<file path="src/rtl/dmem_port_arbiter.sv">
// Two-port sequencer/arbiter for the 16x8 data memory; every memory-side signal comes from a flop.
// Build option: define DMEM_ARB_FIXED_PRIO_EN for fixed priority (port 0 wins), else round-robin.
module dmem_port_arbiter #(
  parameter int unsigned AddrW = 4,
  parameter int unsigned DataW = 8
) (
  input  logic             clk_i,
  input  logic             reset_i,
  input  logic             req0_i,
  input  logic             req1_i,
  input  logic             we0_i,
  input  logic             we1_i,
  input  logic [AddrW-1:0] addr0_i,
  input  logic [AddrW-1:0] addr1_i,
  input  logic [DataW-1:0] wdata0_i,
  input  logic [DataW-1:0] wdata1_i,
  output logic             gnt0_o,
  output logic             gnt1_o,
  output logic             done0_o,
  output logic             done1_o,
  output logic [DataW-1:0] rdata0_o,
  output logic [DataW-1:0] rdata1_o,
  output logic             busy_o,
  output logic [DataW-1:0] mem_data_in_o,
  output logic [AddrW-1:0] mem_write_select_o,
  output logic [AddrW-1:0] mem_read_select_o,
  output logic             mem_select_o,
  input  logic [DataW-1:0] mem_data_out_i
);

  typedef enum logic [1:0] {StIdle, StSetup, StAccess, StHold} state_e;

  state_e             state_q, state_d;
  logic               start;
  logic               win_port;
  logic               req_any;

  logic               cur_we_q;
  logic [AddrW-1:0]   cur_addr_q;
  logic [DataW-1:0]   cur_wdata_q;
  logic               cur_port_q;

  logic               gnt0_q, gnt1_q, done0_q, done1_q, busy_q, mem_select_q;
  logic [DataW-1:0]   rdata0_q, rdata1_q;

  assign req_any = req0_i | req1_i;

`ifdef DMEM_ARB_FIXED_PRIO_EN
  // Port 0 always wins; port 1 only when port 0 is idle.
  assign win_port = ~req0_i;
`else
  logic last_grant_q;

  assign win_port = (req0_i & req1_i) ? ~last_grant_q : req1_i;

  always_ff @(posedge clk_i) begin
    if (reset_i) begin
      last_grant_q <= 1'b1;
    end else if (start) begin
      last_grant_q <= win_port;
    end
  end
`endif

  always_comb begin
    state_d = state_q;
    start   = 1'b0;
    unique case (state_q)
      StIdle: begin
        if (req_any) begin
          state_d = StSetup;
          start   = 1'b1;
        end
      end
      StSetup:  state_d = StAccess;
      StAccess: state_d = StHold;
      StHold: begin
        if (req_any) begin
          state_d = StSetup;
          start   = 1'b1;
        end else begin
          state_d = StIdle;
        end
      end
      default: state_d = StIdle;
    endcase
  end

  always_ff @(posedge clk_i) begin
    if (reset_i) begin
      state_q      <= StIdle;
      busy_q       <= 1'b0;
      gnt0_q       <= 1'b0;
      gnt1_q       <= 1'b0;
      done0_q      <= 1'b0;
      done1_q      <= 1'b0;
      mem_select_q <= 1'b0;
      cur_we_q     <= 1'b0;
      cur_addr_q   <= '0;
      cur_wdata_q  <= '0;
      cur_port_q   <= 1'b0;
      rdata0_q     <= '0;
      rdata1_q     <= '0;
    end else begin
      state_q <= state_d;
      busy_q  <= (state_d != StIdle);
      gnt0_q  <= start & ~win_port;
      gnt1_q  <= start & win_port;
      // Fields are captured while the requester still holds them stable, so the memory
      // address/data settle a full cycle before the select pulse.
      if (start) begin
        cur_port_q  <= win_port;
        cur_we_q    <= win_port ? we1_i : we0_i;
        cur_addr_q  <= win_port ? addr1_i : addr0_i;
        cur_wdata_q <= win_port ? wdata1_i : wdata0_i;
      end
      mem_select_q <= (state_q == StSetup) & cur_we_q;
      done0_q      <= (state_q == StAccess) & ~cur_port_q;
      done1_q      <= (state_q == StAccess) & cur_port_q;
      if ((state_q == StAccess) && !cur_we_q) begin
        if (cur_port_q) begin
          rdata1_q <= mem_data_out_i;
        end else begin
          rdata0_q <= mem_data_out_i;
        end
      end
    end
  end

  assign gnt0_o             = gnt0_q;
  assign gnt1_o             = gnt1_q;
  assign done0_o            = done0_q;
  assign done1_o            = done1_q;
  assign rdata0_o           = rdata0_q;
  assign rdata1_o           = rdata1_q;
  assign busy_o             = busy_q;
  assign mem_select_o       = mem_select_q;
  assign mem_data_in_o      = cur_wdata_q;
  assign mem_write_select_o = cur_addr_q;
  assign mem_read_select_o  = cur_addr_q;

endmodule

</file>
<file path="config.mk">
export PLATFORM = sky130hd
export DESIGN_NAME = dmem_port_arbiter
export DESIGN_NICKNAME = d
export VERILOG_FILES = /design/src/rtl/dmem_port_arbiter.sv
export SDC_FILE = /design/constraint.sdc
export NUM_CORES = 1
export LEC_CHECK = 0
export BUFFER_PORTS_ARGS = -buffer_cell sky130_fd_sc_hd__buf_2
export CORE_MARGIN = 5
export CORE_UTILIZATION = 44
export CTS_CLUSTER_DIAMETER = 200
export DETAILED_ROUTE_END_ITERATION = 10
export GPL_TIMING_DRIVEN = 0
export PLACE_DENSITY = 0.77
export REMOVE_ABC_BUFFERS = 1
export SYNTH_ARGS = -nofsm -noshare
export SYNTH_HDL_FRONTEND = slang
export SYNTH_SLANG_ARGS = --single-unit
</file>
<file path="constraint.sdc">
create_clock -name clk_i -period 2 [get_ports clk_i]
set_input_delay 0.4 -clock clk_i [delete_from_list [all_inputs] [get_ports clk_i]]
set_output_delay 0.4 -clock clk_i [all_outputs]
set_load 0.1 [all_outputs]
</file>
[Yosys cells after proc, flatten, opt, wreduce, memory -nomap -nowiden]
Index checks and enable logic that the tools add are counted.
Word-level totals
  bits in registers: 39
  input port bits: 38
  output and inout bits: 38
  logic and storage cells: 43
Operators by class
  eq/ne operators: 3
  mux-type cells: 9
  bitwise gates (word level): 10
  reductions and logical operators: 7
Operators with widths (count)
  $mux W8: 1
  $pmux W2 S4: 1
  $and A1 B1 Y1: 6
  $mux W1: 5
  $eq A2 B2 Y1 const B: 2
  $mux W4: 1
  $reduce_and A2 Y1: 2
  $not A1 Y1: 3
  $eq A2 B1 Y1 const B: 1
  $logic_not A2 Y1: 1
  $mux W2: 1
  $reduce_bool A2 Y1: 1
  $reduce_or A2 Y1: 1
  $logic_and A1 B1 Y1: 1
  $logic_not A1 Y1: 1
  $or A1 B1 Y1: 1

[Longest topological paths before layout]
  depth after elaboration: 4
  gate-level depth with buffers: 7
  mapped depth without buffers: 5

[Worst setup path after synthesis]
Ideal clock, no wire load.
  kind: reg-to-output
  start: reg cur_addr_q[0], in the netlist mem_read_select_o[0]
  end: out mem_write_select_o[0]
  data arrival time: 1.374 ns
  data required time: 1.600 ns
  setup slack: 0.226 ns
  stages on the path, launching flop included: 2
  buffers on the path: 1
  path through: dfxtp_1 > buf_4
RTL lines
  start: declaration: line 39  | logic [AddrW-1:0] cur_addr_q;
  start signal: assignment: line 114  | cur_addr_q <= win_port ? addr1_i : addr0_i;
  end: declaration: line 25  | output logic [AddrW-1:0] mem_write_select_o,
No word-level cell between the ends.

[Final worst setup path]
  start: reg state_q[0]
  end: reg cur_wdata_q[4], in the netlist mem_data_in_o[4]
On the way
  word-level cells in the longest chain between the ends: 3
  elaborated cells between the ends (all ways): 4
  classes of those cells: 1 x eq/ne; 1 x mux; 2 x reduce/logical
RTL lines
  start: declaration: line 33  | state_e state_q, state_d;
  start signal: assignment: line 91  | state_q <= StIdle;
  start signal: assignment: line 105  | state_q <= state_d;
  $eq A2 B2 Y1 or $logic_not A2 Y1 (tied branches): line 68  | unique case (state_q)
  $reduce_or A2 Y1 (no source line) (*)
  $mux W1 (*)
  end signal: assignment: line 115  | cur_wdata_q <= win_port ? wdata1_i : wdata0_i;
  end: declaration: line 40  | logic [DataW-1:0] cur_wdata_q;
Every way passes the cells marked *; elsewhere a longest branch is shown, timed or not.
A chain may end at the register's enable or synchronous reset.

==> out/qor.tcl <==
set qor(fp-row-count) 21
set qor(worstPathMaxFanout) 15
set qor(worst_hold_path_type) {in -> reg}
set qor(wl_um) 3300
set qor(yosysMostFrequentCell) {dfxtp_1}
set qor(rr_startpoint) {state_q[0]}
set qor(fin_cells) 256
set qor(final.setup.worst_slack_ns) 0.154
set qor(arrival_ns) 2.08
set qor(htreeDepth) 2
set qor(floorplan.initialDensity_pct) 45.4
set qor(tritoncts.num_buffers) 5
set qor(cap_violations) 0
set qor(worst_clock_skew_ns) 0.00876
set qor(root_buffer) {clkbuf_4}
set qor(cts_sink_count) 39
set qor(track_usage_pct) 15.0
set qor(reg2regPathDepth) 5
set qor(clkTransAtPathRegs_ns) 0.11
set qor(dieHeight_um) 68.7
set qor(numPlacedInstances) 248
set qor(grt_antenna_before_repair) 0
set qor(status) {completed}
set qor(kind_of_critical_path) {reg -> reg}
set qor(drtPass1Iterations) 4
set qor(ys_seq_elements) 39
set qor(p_leak_nw) 1.07
set qor(design_power_total_w) 0.00356
set qor(final-hold-violation-count) 0
set qor(flow.area_growth_from_synthesis_pct) 28.7
set qor(core-area_sq_um) 3340
set qor(tritoncts) {done}
set qor(tightest_slew_ns) 0.780
set qor(holdPathEnd) {mem_data_in_o[7]}
set qor(synth_largest_area_cell) {dfxtp_1}
set qor(vias) 1238
set qor(die_w_um) 68.7
set qor(worstSetupStartpointType) {flip-flop}
set qor(count_of_different_cell_masters_after_synthesis) 22
set qor(grt_setup_unrepaired) {false}
set qor(worst_hold_startpoint) {wdata1_i[7]}
set qor(cell_depth_of_the_worst_hold_path) 2
set qor(mappedNetlistArea_sq_um) 1520
set qor(dominantRegCellSynth) {dfxtp_1}
set qor(antenna_cells) 0
set qor(power.ir.vdd_worst_mv) 1.24
set qor(drive_above_1_share_pct) 41.4
set qor(synth-seq-area-share_pct) 51.5
set qor(post_synthesis_cell_count) 141
set qor(vias_per_cell) 4.84
set qor(setup_tns_ns) 0
set qor(num-nets-final) 251
set qor(finalSetupViolations) 0
set qor(detailedPlacementHpwl_um) 2450
set qor(drc) 0
set qor(timing.max_slew.rel_slack_pct) 47.8
set qor(layout_min_cycle_time_ns) 1.85
set qor(yosysWarningCount) 0
set qor(max-clock-path-buffers) 2
set qor(maxClockFrequency_mhz) 542
set qor(top_cell_type_s_share_of_synthesized_area_pct) 51.5
set qor(grt_max_degree) 27
set qor(final-max-slew-violation-count) 0
set qor(timing.critical_path.required_ns) 2.23
set qor(place_worst_setup_slack_ns) -0.168
set qor(final_min_period_over_clock_period_pct) 92.3
set qor(die_area_sq_um) 4720
set qor(worst_r2r_endpoint) {mem_data_in_o[4]}
set qor(design.portCount) 76
set qor(cts_setup_buffers) 0
set qor(initialDrtViolationCount) 39
set qor(grt_remaining_overflow) 0
set qor(synth_enable_flop_cells) 0
set qor(wire_per_inst_um) 12.9
set qor(regToRegSetupSlack_ns) 0.15
set qor(synth_top_cells_by_count) {dfxtp_1, nor2_1, mux2i_1, and3_1, a221o_1}
set qor(io_buffer_count) 75
set qor(number_of_fillers_in_the_final_layout) 303
set qor(power.density_nw_per_um2) 1820
set qor(gp_congestion) 0.712
set qor(cp-end-kind) {flip-flop}
set qor(clkLatencyLatePin_ns) 0.34
set qor(grt_pass1_vias) 1175
set qor(remaining_antenna_violation_count) 0
set qor(synth_area_per_cell_sq_um) 10.8
set qor(yosys-top-cells-area) {dfxtp_1, mux2i_1, a221o_1}
set qor(grt_pass1_wl_um) 5260
set qor(asyncSetResetFlopFracSynth_pct) 0
[layout by cell type, fill, tap and decap left out, types with 2 or more instances in the layout]
cell | netlist | routed
clkbuf_4 | 0 | 5
nor3b_2 | 0 | 2
buf_2 | 3 | 75
ha_1 | 4 | 4
and3_1 | 15 | 15
o21ba_2 | 2 | 2
nand2b_1 | 2 | 2
a221o_1 | 13 | 13
inv_1 | 2 | 2
nand2_1 | 2 | 2
nor2_1 | 21 | 21
dfxtp_1 | 39 | 39
mux2i_1 | 16 | 16
nor2b_1 | 2 | 2
[critical path: stages, from the launching register on]
cell and delay, ns:
dfxtp_1 0.38, inv_1 0.09, ha_1 0.41, nor2_1 0.08, and3_1 0.36, a221o_1 0.43
[metal layers]
metal | vias to the layer above | global-route usage, % | wire length, um
met5 | - | 0 | 0
met1 | 566 | 17.2 | 1380
met3 | 4 | 4.21 | 189
met2 | 36 | 25.9 | 1680
met4 | 0 | 6.57 | 50
li1 | 632 | - | -
[worst max-delay path by stage]
stage / startpoint / to / slack [ns] / depth (start not counted)
floorplan: mem_read_select_o[0] / mem_read_select_o[0] / 0.03 / 0
global placement: state_q[0] / rdata0_o[5] / -0.30 / 5
detailed placement: state_q[0] / mem_read_select_o[1] / -0.17 / 5
CTS: state_q[0] / mem_data_in_o[4] / 0.14 / 5
global route: state_q[0] / cur_we_q / 0.01 / 5
finish: state_q[0] / mem_data_in_o[4] / 0.15 / 5
[per-stage QoR]
step / instance area (sq um) / util [%] / hold WS, ns
6_report: 1950 / 58.5 / 0.276
5_1_grt: 1950 / 58.5 / 0.254
4_1_cts: 1950 / 58.5 / 0.261
3_5_place_dp: 1860 / 55.8 / 0.469
3_3_place_gp: 1860 / 55.6 / 0.465
2_1_floorplan: 1420 / - / 0.431
[sequential cells by signal (all words and copies together) (netlist names)]
signal and cells:
busy_o 1, cur_we_q 1, rdata0_o 8, mem_select_o 1, mem_read_select_o 4, state_q 2, done0_o 1, done1_o 1
rdata1_o 8, gnt1_o 1, last_grant_q 1, cur_port_q 1, gnt0_o 1, mem_data_in_o 8
[repair_timing]
action | 4_1_cts | 5_1_grt
endpoints found under the setup margin | 13 | 0
resized for setup | 1 | 0
hold buffers | 0 | 0
[report_power, final]
part	switching (W)	internal (W)
Combinational	0.00157	0.000383
Sequential	0.000104	0.000960
Clock	0.000246	0.000295
Total	0.00192	0.00164
[layout make-up]
class | instances | area, sq um | share of cell area (%)
Sequential cell | 39 | 781 | 40.0
Clock buffer | 6 | 51.3 | 2.63
Multi-Input combinational cell | 86 | 644 | 33.0
Clock inverter | 2 | 35.0 | 1.79
Inverter | 2 | 7.51 | 0.385
Timing Repair Buffer | 75 | 375 | 19.2
Tap cell | 46 | 57.6 | 2.95
[kinds of logic (layout without fill, tap and decap cells)]
logic type | Yosys count | count (layout) | share of synthesized area [%]
and+or+nand+nor | 47 | 47 | 16.1
DFF | 39 | 39 | 51.5
AOI/OAI and AO/OA | 19 | 19 | 11.9
muxes | 16 | 16 | 10.6
buffers and inverters | 16 | 85 | 6.68
adders and majority gates | 4 | 4 | 3.30
No activity file was read; power rests on OpenSTA's default activity.
